<file path="config.mk">
export PLATFORM = sky130hd
export DESIGN_NAME = mem_port_arbiter
export DESIGN_NICKNAME = d
export VERILOG_FILES = /design/src/rtl/mem_arb_pkg.sv /design/src/rtl/arb_rr2.sv /design/src/rtl/mem_port_arbiter.sv
export SDC_FILE = /design/constraint.sdc
export NUM_CORES = 1
export LEC_CHECK = 0
export BUFFER_PORTS_ARGS = -buffer_cell sky130_fd_sc_hd__buf_4
export CAP_MARGIN = 20
export CORE_MARGIN = 5
export CORE_UTILIZATION = 41
export CTS_CLUSTER_DIAMETER = 150
export CTS_CLUSTER_SIZE = 10
export DETAILED_ROUTE_END_ITERATION = 8
export PLACE_DENSITY = 0.76
export SETUP_SLACK_MARGIN = 0.3
export SLEW_MARGIN = 10
export SYNTH_ARGS = -nofsm -noshare
export SYNTH_HDL_FRONTEND = slang
export SYNTH_HIERARCHICAL = 1
export SYNTH_SLANG_ARGS = --single-unit
</file>
<file path="constraint.sdc">
create_clock -name clock -period 1.6 [get_ports clock]
set_clock_uncertainty 0.1 [all_clocks]
set_input_delay 0.24 -clock clock [delete_from_list [all_inputs] [get_ports clock]]
set_output_delay 0.24 -clock clock [all_outputs]
set_load 0.05 [all_outputs]
</file>
<file path="src/rtl/mem_arb_pkg.sv">
// -----------------------------------------------------------------------------
// mem_arb_pkg
//   Shared definitions for the unified-memory port arbiter of the multicycle
//   MIPS core: sequencing FSM state encoding, requester (owner) encodings and
//   the legal range of the memory read latency.
// -----------------------------------------------------------------------------
package mem_arb_pkg;

  // Access sequencer states.
  typedef enum logic [1:0] {
    IDLE   = 2'd0,
    ACCESS = 2'd1,
    DONE   = 2'd2
  } state_t;

  // Owner encodings; also used as the bit index of each requester in the
  // two-bit request vector handed to the round-robin picker.
  localparam logic OWN_CPU = 1'b0;
  localparam logic OWN_DBG = 1'b1;

  // Legal memory read latency, and the counter width that covers it.
  localparam int MEM_LAT_MIN = 1;
  localparam int MEM_LAT_MAX = 7;
  localparam int CNT_W       = 3;

  // True when a latency value can be sequenced by this arbiter.
  function automatic bit mem_lat_ok(input int lat);
    return (lat >= MEM_LAT_MIN) && (lat <= MEM_LAT_MAX);
  endfunction

endpackage

</file>
<file path="src/rtl/arb_rr2.sv">
// -----------------------------------------------------------------------------
// arb_rr2
//   Two-way round-robin picker, purely combinational. The previous winner is
//   held by the parent and fed back through last_owner.
//
//   Ports
//     req[1:0]     in   request vector, bit OWN_CPU = CPU, bit OWN_DBG = debug
//     last_owner   in   owner of the most recently completed access
//     lock         in   debug exclusive ownership; CPU is never picked
//     grant_valid  out  a requester is picked
//     grant_id     out  picked requester (OWN_CPU / OWN_DBG)
// -----------------------------------------------------------------------------
module arb_rr2
  import mem_arb_pkg::*;
(
  input  logic [1:0] req,
  input  logic       last_owner,
  input  logic       lock,
  output logic       grant_valid,
  output logic       grant_id
);

  always_comb begin
    // NOTE: every output gets a default before any branch, so no path through
    // this block leaves a value unassigned and no latch is inferred.
    grant_valid = 1'b0;
    grant_id    = OWN_CPU;
    if (lock) begin
      // Under lock only the debug port may win; an idle debug port means no
      // grant at all, even if the CPU is asking.
      grant_valid = req[OWN_DBG];
      grant_id    = OWN_DBG;
    end else begin
      case (req)
        2'b01: begin
          grant_valid = 1'b1;
          grant_id    = OWN_CPU;
        end
        2'b10: begin
          grant_valid = 1'b1;
          grant_id    = OWN_DBG;
        end
        2'b11: begin
          // Tie: the requester that did not own the last access wins.
          grant_valid = 1'b1;
          grant_id    = ~last_owner;
        end
        default: begin
          grant_valid = 1'b0;
          grant_id    = OWN_CPU;
        end
      endcase
    end
  end

endmodule

</file>
<file path="src/rtl/mem_port_arbiter.sv">
// -----------------------------------------------------------------------------
// mem_port_arbiter
//   Shares the single unified instruction/data memory of the multicycle MIPS
//   core between the CPU control path and the debug/program-loader port.
//   Accesses are serialised through an IDLE -> ACCESS -> DONE sequence that
//   hides the memory's fixed read latency behind a req/done handshake.
//
//   Parameters
//     AW       address width (byte address, passed through unmodified)
//     DW       data width
//     MEM_LAT  memory read latency in cycles, 1..7
//
//   Ports
//     clock, rst                      rising-edge clock, sync active-high reset
//     cpu_req/we/addr/wdata           CPU request, held until cpu_done
//     cpu_rdata, cpu_done             registered read data and 1-cycle done
//     cpu_stall                       cpu_req & ~cpu_done, freezes control unit
//     dbg_req/we/addr/wdata           debug port request
//     dbg_rdata, dbg_done             debug read data and done
//     dbg_lock                        debug exclusive ownership
//     mem_en/we/addr/wdata, mem_rdata memory macro interface
//     owner                           owner of the current or last access
// -----------------------------------------------------------------------------
module mem_port_arbiter
  import mem_arb_pkg::*;
#(
  parameter int AW      = 32,
  parameter int DW      = 32,
  parameter int MEM_LAT = 2
) (
  input  logic          clock,
  input  logic          rst,

  input  logic          cpu_req,
  input  logic          cpu_we,
  input  logic [AW-1:0] cpu_addr,
  input  logic [DW-1:0] cpu_wdata,
  output logic [DW-1:0] cpu_rdata,
  output logic          cpu_done,
  output logic          cpu_stall,

  input  logic          dbg_req,
  input  logic          dbg_we,
  input  logic [AW-1:0] dbg_addr,
  input  logic [DW-1:0] dbg_wdata,
  output logic [DW-1:0] dbg_rdata,
  output logic          dbg_done,
  input  logic          dbg_lock,

  output logic          mem_en,
  output logic          mem_we,
  output logic [AW-1:0] mem_addr,
  output logic [DW-1:0] mem_wdata,
  input  logic [DW-1:0] mem_rdata,

  output logic          owner
);

  // Reject latencies the counter cannot sequence.
  if (!mem_lat_ok(MEM_LAT)) begin : g_bad_mem_lat
    $error("mem_port_arbiter: MEM_LAT must be within 1..7");
  end

  // The counter is loaded with MEM_LAT-1 on the grant; ACCESS then lasts
  // exactly MEM_LAT cycles and the read data is captured on its last edge.
  localparam logic [CNT_W-1:0] CNT_LOAD = CNT_W'(MEM_LAT - 1);

  state_t           state;
  logic [CNT_W-1:0] cnt;
  logic             last_owner;

  logic             grant_valid;
  logic             grant_id;
  logic             sel_we;
  logic [AW-1:0]    sel_addr;
  logic [DW-1:0]    sel_wdata;

  arb_rr2 u_pick (
    .req         ({dbg_req, cpu_req}),
    .last_owner  (last_owner),
    .lock        (dbg_lock),
    .grant_valid (grant_valid),
    .grant_id    (grant_id)
  );

  // Request fields of the winning port; only consumed on the grant edge, so
  // req never reaches mem_* combinationally.
  always_comb begin
    sel_we    = cpu_we;
    sel_addr  = cpu_addr;
    sel_wdata = cpu_wdata;
    if (grant_id == OWN_DBG) begin
      sel_we    = dbg_we;
      sel_addr  = dbg_addr;
      sel_wdata = dbg_wdata;
    end
  end

  // Sequencer with all outputs registered. mem_we doubles as the latched
  // write flag for the access in flight: it is only cleared when ACCESS ends.
  always_ff @(posedge clock) begin
    // NOTE: state registers use non-blocking assignments so every register
    // samples pre-edge values regardless of statement order.
    if (rst) begin
      state      <= IDLE;
      cnt        <= '0;
      last_owner <= OWN_DBG;
      owner      <= OWN_CPU;
      mem_en     <= 1'b0;
      mem_we     <= 1'b0;
      mem_addr   <= '0;
      mem_wdata  <= '0;
      cpu_rdata  <= '0;
      dbg_rdata  <= '0;
      cpu_done   <= 1'b0;
      dbg_done   <= 1'b0;
    end else begin
      cpu_done <= 1'b0;
      dbg_done <= 1'b0;
      case (state)
        IDLE: begin
          if (grant_valid) begin
            owner     <= grant_id;
            mem_en    <= 1'b1;
            mem_we    <= sel_we;
            mem_addr  <= sel_addr;
            mem_wdata <= sel_wdata;
            cnt       <= CNT_LOAD;
            state     <= ACCESS;
          end
        end

        ACCESS: begin
          if (cnt == '0) begin
            // Reads update the owner's data register; writes leave it alone.
            if (!mem_we) begin
              if (owner == OWN_CPU) cpu_rdata <= mem_rdata;
              else                  dbg_rdata <= mem_rdata;
            end
            if (owner == OWN_CPU) cpu_done <= 1'b1;
            else                  dbg_done <= 1'b1;
            last_owner <= owner;
            mem_en     <= 1'b0;
            mem_we     <= 1'b0;
            state      <= DONE;
          end else begin
            cnt <= cnt - CNT_W'(1);
          end
        end

        DONE: begin
          state <= IDLE;
        end

        default: begin
          state  <= IDLE;
          mem_en <= 1'b0;
          mem_we <= 1'b0;
        end
      endcase
    end
  end

  assign cpu_stall = cpu_req & ~cpu_done;

  // Structural invariants of the sequencer.
  a_done_exclusive: assert property (@(posedge clock) disable iff (rst)
    !(cpu_done && dbg_done));
  a_mem_en_access: assert property (@(posedge clock) disable iff (rst)
    mem_en == (state == ACCESS));
  a_done_state: assert property (@(posedge clock) disable iff (rst)
    (cpu_done || dbg_done) == (state == DONE));

endmodule
</file>
==> results of run 1 <==
==> cell families (layout without fill, tap and decap cells) <==
kind of cell               Yosys count  count (layout)  share of synthesized area
adders and majority gates            2               2                    0.00417
buffers and inverters               54             423                     0.0453
muxes                              131             131                      0.219
DFF                                139             139                      0.464
AOI/OAI and AO/OA                   78              80                     0.0955
and+or+nand+nor                    188             188                      0.172
==> where the power goes <==
group / switching (µW) / internal, µW
combinational: 2320 / 2040
clock: 1480 / 2510
sequential: 298 / 3830
total: 4100 / 8380
==> final cells by class <==
cell class / instances / area, µm²
repair buffers: 388 / 4080
flip-flops and latches: 139 / 2940
clock inverters: 12 / 148
well taps: 184 / 230
fillers: 847 / 2980
multi-input cells: 401 / 3580
inverters: 4 / 15.0
clock buffers: 19 / 453
==> cell usage in the layout, fill, tap and decap left out, drive strengths merged, types with 2 or more instances in the layout <==
cell / netlist / routed
a21o: 2 / 4
nand2b: 101 / 101
ha: 2 / 2
bufinv: 0 / 3
dlygate4sd3: 0 / 3
clkbuf: 22 / 25
nor3: 2 / 2
o21ai: 2 / 2
nor2b: 5 / 5
a21oi: 4 / 4
nor2: 68 / 68
clkinvlp: 0 / 2
inv: 4 / 4
dfxtp: 139 / 139
and2: 2 / 2
mux2i: 130 / 130
nand2: 4 / 4
a211oi: 64 / 64
clkinv: 0 / 7
buf: 28 / 379
==> sequential cells by signal, summed over array words and instances (netlist names) <==
| register | cells |
|---|---|
| cnt | 3 |
| cpu_done | 1 |
| cpu_rdata | 32 |
| dbg_done | 1 |
| dbg_rdata | 32 |
| last_owner | 1 |
| mem_addr | 32 |
| mem_en | 1 |
| mem_wdata | 32 |
| mem_we | 1 |
| owner | 1 |
| state | 2 |
==> metrics by stage <==
step / cells / setup TNS (ns)
floorplan: 592 / 0
CTS: 1130 / 0
finish: 1147 / -0.00819
global route: 1147 / -0.309
global placement: 1061 / 0
detailed placement: 1061 / -0.181
==> final timing paths <==
kind	startpoint	endpoint	slack, ns
max	cnt[1]	cpu_rdata[6]	-0.008
min	mem_rdata[24]	dbg_rdata[24]	0.01
max reg2reg	cnt[1]	cpu_rdata[6]	-0.008
min reg2reg	dbg_rdata[9]	dbg_rdata[9]	0.37
==> synthesized netlist by cell type (3+ instances only) <==
master / instances
sky130_fd_sc_hd__a211oi_1: 64
sky130_fd_sc_hd__nand2_1: 3
sky130_fd_sc_hd__buf_4: 3
sky130_fd_sc_hd__a21oi_1: 4
sky130_fd_sc_hd__nor2b_1: 5
sky130_fd_sc_hd__buf_2: 21
sky130_fd_sc_hd__dfxtp_1: 139
sky130_fd_sc_hd__mux2i_1: 130
sky130_fd_sc_hd__clkbuf_1: 22
sky130_fd_sc_hd__nor2_1: 68
sky130_fd_sc_hd__nand2b_1: 101
sky130_fd_sc_hd__inv_1: 4
==> metal layers <==
metal | vias up | part of all wire | wire length [µm]
met3 | 59 | 0.071 | 1600
met5 | - | 0 | 0
met1 | 2784 | 0.35 | 7940
li1 | 2779 | - | -
met2 | 236 | 0.54 | 12000
met4 | 0 | 0.040 | 898
==> critical path, delay by kind of cell, from the launching register on <==
kind | cells | cell delay (ns)
flops | 1 | 0.31
fa+ha+maj | 1 | 0.16
buf+inv | 2 | 0.24
simple gates | 2 | 0.50
mux | 1 | 0.20
==> repair_timing <==
action / 4_1_cts / 5_1_grt
hold buffers: 3 / 0
cloned: 12 / 7
resized for setup: 140 / 270
hold endpoints to repair: 3 / 0
setup buffers: 23 / 10
pin swaps: 17 / 20
setup endpoints to repair: 228 / 262
==> impl_metrics.toml, run 1 <==
[yosys]
yosys_warnings = 6
ys_ff_latch = 139
post_synth_instance_area_mm2 = 0.00600
synth_flop_cell = "sky130_fd_sc_hd__dfxtp_1"
asyncSetResetFlopFracSynth = 0
netlist_instances = 592
synth.distinct_cells = 34
postSynthNetCount = 761
synth_edf_count = 0
post-synth-top-area-cell = "sky130_fd_sc_hd__dfxtp_1"
netlist_top_cells_area = "sky130_fd_sc_hd__dfxtp_1 (46%), sky130_fd_sc_hd__mux2i_1 (22%), sky130_fd_sc_hd__nand2b_1 (11%)"
synth_sequential_area_ratio = 0.464
post_synth.cell_area_avg_um2 = 10.1
synth_top_cell_area_share = 0.464

[cts]
cts_inserted_buffers = 17
clock_tree_from_tritoncts = "built"
clock_net_sink_count = 139
cts_max_level = 4
worst_setup_hold_path_clk_slew_ns = 0.06
cts_root_buf = "sky130_fd_sc_hd__clkbuf_16"
clock_path_buffers = 2
worst_skew_pair.late_latency_ns = 0.41

[place]
placement.setup.worst_slack_ns = -0.0455
gpl.final_weighted_congestion = 0.790
detailedPlacementHpwl_mm = 13.4
postPlaceCellArea_mm2 = 0.00879
port_buffers = 300

[sta]
layout_min_cycle_time_ns = 1.61
finalWorstSetupSlack_ns = -0.00819
post-route-period-util = 1.01
worstMarginPinSlew_ns = 0.363
final-hold-violation-count = 0
whs_ns = 0.0137
final-setup-viol-count = 1
max_freq_ghz = 0.622
worst_slew_slack_as_a_fraction_of_its_limit = 0.751
timing.final.max_slew_violations = 0
rsz0062_at_grt = "yes"

[routing]
1st_iter_drt_viols = 247
remaining_drc_errors = 0
drtAntennaViolNets = 0
route.detailed.wl_per_inst_um = 19.6
via_count = 5858
drt-pass1-iter-count = 4
viasPerCell = 5.11
postRouteWirelength_mm = 22.5

[worst_setup_path]
cpPeakStageDelay_ns = 0.36
crit_type = "register to register"
crit_path_end_kind = "register"
critical_path.slowest_cell = "sky130_fd_sc_hd__or3_4"
start_kind = "register"
ff2ff_path_depth = 6
required_ns = 1.82
worst-endpoint-arrival_ns = 1.82
worst-path-max-fanout = 15
crit_path_cell_chain = "inv_2, ha_4, nand4bb_4, or3_4, buf_12, mux2i_1"

[floorplan]
top_level_ports = 301
number_of_rows_in_the_core_area = 44
die_area_mm2 = 0.0171
floorplan.die.width_um = 131
core_area_mm2 = 0.0144
start_util = 0.416
die-height_um = 131

[layout]
diodes = 0
areaGrowthSynthToFinish_pct = 90.7
final_design_area_no_fill_mm2 = 0.0114
final_core_utilization = 0.793
nNetsFinal = 1120
final_layout_size_suffix_gt1_frac = 0.682

[flow_run]
timing.max_cap.violations = 0

[global_route]
grtUsageMet3 = 0.0593
antenna_found_initial = 0
pin_count_of_the_biggest_net_entering_global_routing = 49
track_usage = 0.219
grt-ovfl-total = 0
grt_busiest_layer = "met2"
first_pass_grt_wire_length_mm = 29.1
global_route.usage.met1 = 0.253
first_global_vias = 5613
grt_met2_usage = 0.380

[pwr]
fin_total_pwr_uw = 12500
power_density_mw_per_mm2 = 1090
max-vdd-ir-drop_v = 0.000753
p_leak_uw = 0.00521

[run_status]
status = "finished, violations left"
violations = "negative setup slack"

[min_path]
worst_hold_path.num_cells = 3
worst_hold_path_type = "primary input to register"
Power figures use the tool's default switching activity.
==> inputs of run 2 (changes only) <==
--- a/config.mk
+++ b/config.mk
@@ -19,3 +19,4 @@
 export SYNTH_HDL_FRONTEND = slang
 export SYNTH_HIERARCHICAL = 1
 export SYNTH_SLANG_ARGS = --single-unit
+export TNS_END_PERCENT = 10
==> constraint.sdc (replaced) <==
create_clock -name clock -period 1.6 [get_ports clock]
set_clock_uncertainty 0.1 [all_clocks]
set_input_delay 0.24 -clock clock [delete_from_list [all_inputs] [get_ports clock]]
set_output_delay 0.24 -clock clock [all_outputs]
set_load 0.01 [all_outputs]
==> impl_metrics.toml, run 2 (synthesized netlist as in run 1, its figures left out) <==
[global_route]
track_usage = 0.205
grt-ovfl-total = 0
antenna_found_initial = 0
first_pass_grt_wire_length_mm = 27.2
first_global_vias = 5302
pin_count_of_the_biggest_net_entering_global_routing = 63

[layout]
layout_commonest_cell = "sky130_fd_sc_hd__buf_4"
seq_area_mm2 = 0.00279
nNetsFinal = 1077
fillerInstances = 1155
areaGrowthSynthToFinish_pct = 61.2
multi_input_area_mm2 = 0.00308
diodes = 0
final_layout_size_suffix_gt1_frac = 0.439
final_core_utilization = 0.670
layout.cells.most_common_list = "sky130_fd_sc_hd__buf_4 (314), sky130_fd_sc_hd__dfxtp_1 (134), sky130_fd_sc_hd__mux2i_1 (129)"
final-instance-count-excl-fill = 1104

[floorplan]
die_area_mm2 = 0.0171
number_of_rows_in_the_core_area = 44
core_area_mm2 = 0.0144
die-height_um = 131
top_level_ports = 301
floorplan.die.width_um = 131
start_util = 0.416

[place]
port_buffers = 300
placement.setup.worst_slack_ns = -0.0370
gpl.final_weighted_congestion = 0.794
placedCellCount = 1051
detailedPlacementHpwl_mm = 13.5

[routing]
postRouteWirelength_mm = 18.5
route.detailed.wl_per_inst_um = 16.7
drtAntennaViolNets = 0
drt-pass1-iter-count = 6
viasPerCell = 4.89
remaining_drc_errors = 0
1st_iter_drt_viols = 203
via_count = 5404

[cts]
cts_max_level = 4
worst_setup_hold_path_clk_slew_ns = 0.06
clock_path_buffers = 2
cts_inserted_buffers = 17
worst_skew_pair.late_latency_ns = 0.41
clock_net_sink_count = 139
clock_tree_from_tritoncts = "built"
cts_root_buf = "sky130_fd_sc_hd__clkbuf_16"

[sta]
max_freq_ghz = 0.634
finalWorstSetupSlack_ns = 0.0228
timing.final.max_slew_violations = 0
final-setup-viol-count = 0
whs_ns = 0.0207
worst_slew_slack_as_a_fraction_of_its_limit = 0.780
post-route-period-util = 0.986
layout_min_cycle_time_ns = 1.58
rsz0062_at_grt = "yes"
tns_ns = 0
worstMarginPinSlew_ns = 0.330
final-hold-violation-count = 0

[pwr]
max-vdd-ir-drop_v = 0.000727
power_density_mw_per_mm2 = 1060
p_leak_uw = 0.00464

[worst_setup_path]
crit_type = "register to register"
start_kind = "register"
worst-path-max-fanout = 14
worst-endpoint-arrival_ns = 1.77
cpMostUsedCell = "sky130_fd_sc_hd__buf_6"
crit_path_cell_chain = "buf_6, nor3b_4, buf_6, buf_16, bufbuf_16, a211oi_1"
cpPeakStageDelay_ns = 0.36
critical_path.slowest_cell = "sky130_fd_sc_hd__dfxtp_4"
crit_path_end_kind = "register"
required_ns = 1.80

[flow_run]
timing.max_cap.violations = 0

[run_status]
status = "finished, final reports clean"

[min_path]
worst_hold_path_type = "primary input to register"
-- run 2: cell types whose count changed in the layout (fill, tap and decap cells not counted), sizes merged --
cell         change
clkinvlp         +2
buf             -44
clkinv           -2
clkbuf           -4
bufinv           -1
dlygate4sd3      +5
a21o             -2
bufbuf           +3
-- run 2: report_power, final --
| group | internal, µW | switching (µW) |
|---|---|---|
| clock | 2320 | 1480 |
| sequential | 3780 | 190 |
| combinational | 1410 | 1090 |
-- run 2: stage by stage --
| step | instance area, µm² | total power, µW |
|---|---|---|
| after floorplan | 6040 | 5080 |
| after global placement | 8610 | 6180 |
| final | 9670 | 10300 |
| after detailed placement | 8610 | 6210 |
| after global routing | 9670 | 10700 |
| after CTS | 9530 | 10300 |
-- run 2: final timing paths --
kind	endpoint	slack [ns]	start	cells after the start
max reg2reg	mem_wdata[22]	0.02	state[1]	6
min	dbg_rdata[25]	0.02	mem_rdata[25]	3
max	mem_wdata[22]	0.02	state[1]	6
min reg2reg	cpu_rdata[28]	0.37	cpu_rdata[28]	2
-- run 2: layout make-up --
| type | instances | share of cell area |
|---|---|---|
| Timing Repair Buffer | 347 | 0.309 |
| Clock buffer | 20 | 0.0462 |
| Multi-Input combinational cell | 399 | 0.318 |
| Tap cell | 184 | 0.0238 |
| Clock inverter | 11 | 0.0127 |
| Sequential cell | 139 | 0.289 |
| Inverter | 4 | 0.00155 |
-- run 2: routing by layer --
layer,wire length (µm),global-route usage,share of wire,up-vias
met5,0,0,0,-
met4,381,0.0732,0.021,0
met3,1510,0.0557,0.082,26
met2,9250,0.346,0.50,206
met1,7320,0.251,0.40,2479
li1,-,-,-,2693
-- run 2: critical path, delay by kind of cell (launching register included) --
family | cells | cell delay [ns]
and+or+nand+nor | 1 | 0.27
DFF | 1 | 0.36
AOI/OAI and AO/OA | 1 | 0.07
buffers and inverters | 4 | 0.66
-- run 2: repair_timing --
action                                  CTS  global route
resized for setup                        10            24
endpoints found under the hold margin     9             0
endpoints found under the setup margin  138           142
pin swaps                                 1            31
buffers inserted                          6             2
gates cloned                              5             1
hold buffers                              8             0
==> inputs of run 3 (changes only) <==
--- a/config.mk
+++ b/config.mk
@@ -8,11 +8,12 @@
 export BUFFER_PORTS_ARGS = -buffer_cell sky130_fd_sc_hd__buf_4
 export CAP_MARGIN = 20
 export CORE_MARGIN = 5
-export CORE_UTILIZATION = 41
+export CORE_UTILIZATION = 45
 export CTS_CLUSTER_DIAMETER = 150
 export CTS_CLUSTER_SIZE = 10
 export DETAILED_ROUTE_END_ITERATION = 8
-export PLACE_DENSITY = 0.76
+export GPL_TIMING_DRIVEN = 0
+export PLACE_DENSITY = 0.79
 export SETUP_SLACK_MARGIN = 0.3
 export SLEW_MARGIN = 10
 export SYNTH_ARGS = -nofsm -noshare
==> constraint.sdc (replaced) <==
create_clock -name clock -period 1.5 [get_ports clock]
set_clock_uncertainty 0.1 [all_clocks]
set_input_delay 0.225 -clock clock [delete_from_list [all_inputs] [get_ports clock]]
set_output_delay 0.225 -clock clock [all_outputs]
set_load 0.01 [all_outputs]
==> impl_metrics.toml, run 3 (synthesized netlist as in run 1, its figures left out) <==
[routing]
1st_iter_drt_viols = 298
viasPerCell = 5.13
via_count = 5796
route.detailed.wl_per_inst_um = 19.2
remaining_drc_errors = 0
drt-pass1-iter-count = 4
postRouteWirelength_mm = 21.7
drtAntennaViolNets = 0

[min_path]
worst_hold_path.num_cells = 3
holdCritStartpoint = "mem_rdata[9]"
worst_hold_path_type = "primary input to register"
min_delay_worst_endpoint = "cpu_rdata[9]"

[global_route]
track_usage = 0.262
grt_busiest_layer = "met2"
global_route.usage.met1 = 0.292
grt_met2_usage = 0.465
first_global_vias = 6245
grtUsageMet3 = 0.0768
first_pass_grt_wire_length_mm = 33.1
antenna_found_initial = 0
pin_count_of_the_biggest_net_entering_global_routing = 17
grt-ovfl-total = 0

[layout]
fillerInstances = 823
final-instance-count-excl-fill = 1130
final_layout_size_suffix_gt1_frac = 0.519
final_core_utilization = 0.784
diodes = 0
nNetsFinal = 1112
layout.cells.most_common_list = "sky130_fd_sc_hd__buf_4 (269), sky130_fd_sc_hd__mux2i_1 (117), sky130_fd_sc_hd__nand2b_1 (101), sky130_fd_sc_hd__dfxtp_1 (101), sky130_fd_sc_hd__nor2_1 (61)"
layout_commonest_cell = "sky130_fd_sc_hd__buf_4"
areaGrowthSynthToFinish_pct = 71.8

[worst_setup_path]
worst-path-max-fanout = 5
cpPeakStageDelay_ns = 0.34
reg2reg_from = "cnt[0]"
start_kind = "register"
required_ns = 1.72
critical_path.slowest_cell = "sky130_fd_sc_hd__or3_4"
crit_path_end_kind = "register"
worst-endpoint-arrival_ns = 1.90
r2r_setup_slack_ns = -0.17
reg2reg_to = "cpu_rdata[2]"
crit_path_cell_chain = "inv_2, ha_4, nand4bb_4, or3_4, buf_8, buf_12, mux2i_1"
ff2ff_path_depth = 7
crit_type = "register to register"

[run_status]
status = "finished, violations left"
violations = "negative setup slack"

[place]
gpl.final_weighted_congestion = 0.880
port_buffers = 299
detailedPlacementHpwl_mm = 15.6
placedCellCount = 1067

[cts]
worst_setup_hold_path_clk_slew_ns = 0.06
cts_inserted_buffers = 17
clock_net_sink_count = 139
cts_root_buf = "sky130_fd_sc_hd__clkbuf_16"
cts_max_level = 4
worst_skew_pair.late_latency_ns = 0.41
clock_path_buffers = 2
clock_tree_from_tritoncts = "built"

[floorplan]
start_util = 0.457
floorplan.die.width_um = 125
die-height_um = 125
top_level_ports = 301
die_area_mm2 = 0.0157
number_of_rows_in_the_core_area = 42
core_area_mm2 = 0.0131

[sta]
worstMarginPinSlew_ns = 0.435
finalWorstSetupSlack_ns = -0.171
layout_min_cycle_time_ns = 1.67
max_freq_ghz = 0.598
final-hold-violation-count = 0
tns_ns = -6.11
worst_slew_slack_as_a_fraction_of_its_limit = 0.710
final-setup-viol-count = 94
timing.final.max_slew_violations = 0
post-route-period-util = 1.11
rsz0062_at_grt = "yes"

[pwr]
power_density_mw_per_mm2 = 1130
max-vdd-ir-drop_v = 0.000799
p_leak_uw = 0.00486

[flow_run]
timing.max_cap.violations = 0
==> run 3: cell types whose count changed in the layout (fill, tap and decap cells not counted), moves of 6 or more <==
cell and change:
sky130_fd_sc_hd__buf_6 +58, sky130_fd_sc_hd__buf_4 -45, sky130_fd_sc_hd__dfxtp_1 -33, sky130_fd_sc_hd__dfxtp_2 +33
sky130_fd_sc_hd__a211oi_1 -12, sky130_fd_sc_hd__a211oi_2 +12, sky130_fd_sc_hd__mux2i_1 -12, sky130_fd_sc_hd__mux2i_2 +11
sky130_fd_sc_hd__clkbuf_1 +10, sky130_fd_sc_hd__buf_8 +8, sky130_fd_sc_hd__dlygate4sd3_1 -7, sky130_fd_sc_hd__clkbuf_2 +6
==> run 3: critical path, delay by kind of cell, from the launching register on <==
kind | cells | cell delay, ns
flip-flops | 1 | 0.32
multiplexers | 1 | 0.19
buffers and inverters | 3 | 0.35
AND/OR/NAND/NOR | 2 | 0.45
adder cells (fa/ha/maj) | 1 | 0.16
==> run 3: worst max path at each step <==
stage,startpoint,endpoint,slack [ns],depth (start not counted)
floorplan,cnt[0],cpu_rdata[10],-0.09,7
global placement,cpu_req,mem_addr[25],-0.51,8
detailed placement,dbg_lock,mem_addr[21],-0.60,8
CTS,cnt[0],cpu_rdata[10],-0.21,7
global route,cnt[0],dbg_rdata[5],-0.23,7
finish,cnt[0],cpu_rdata[2],-0.17,7
==> run 3: cell type report <==
type | instances | area, µm² | share of cell area
clock inverters | 12 | 175 | 0.0170
plain buffers | 50 | 543 | 0.0527
inverters | 4 | 17.5 | 0.00170
clock buffers | 18 | 429 | 0.0416
well taps | 176 | 220 | 0.0214
flip-flops and latches | 139 | 2830 | 0.275
multi-input cells | 399 | 3190 | 0.310
repair buffers | 332 | 2900 | 0.281
==> run 3: metal layers <==
| layer | up-vias | part of all wire | routed length (µm) |
|---|---|---|---|
| li1 | 2761 | - | - |
| met1 | 2710 | 0.38 | 8250 |
| met2 | 270 | 0.51 | 11000 |
| met3 | 55 | 0.072 | 1550 |
| met4 | 0 | 0.039 | 841 |
| met5 | - | 0 | 0 |
==> run 3: timing repair <==
item | 4_1_cts | 5_1_grt
pin swaps | 54 | 13
hold buffers | 1 | 0
cloned | 10 | 1
endpoints found under the setup margin | 262 | 267
buffers inserted | 20 | 1
endpoints found under the hold margin | 1 | 0
gates resized for setup | 199 | 40
==> run 3: power breakdown <==
part / switching [µW] / total, µW / internal (µW) / leakage (µW)
Combinational: 1340 / 3050 / 1710 / 0.00342
Sequential: 229 / 4270 / 4040 / 0.00115
Clock: 1580 / 4340 / 2760 / 0.000288
Total: 3140 / 11700 / 8510 / 0.00486
==> run 3: stage by stage <==
step | total power [µW] | hold slack, ns | setup slack (ns) | instance area [µm²]
finish | 11700 | 0.0132 | -0.171 | 10300
global route | 12100 | 0.0138 | -0.233 | 10300
CTS | 11500 | 0.000346 | -0.207 | 10100
detailed placement | 6590 | 0.367 | -0.599 | 8510
global placement | 6510 | 0.361 | -0.509 | 8510
floorplan | 5420 | 0.301 | -0.0854 | 6040
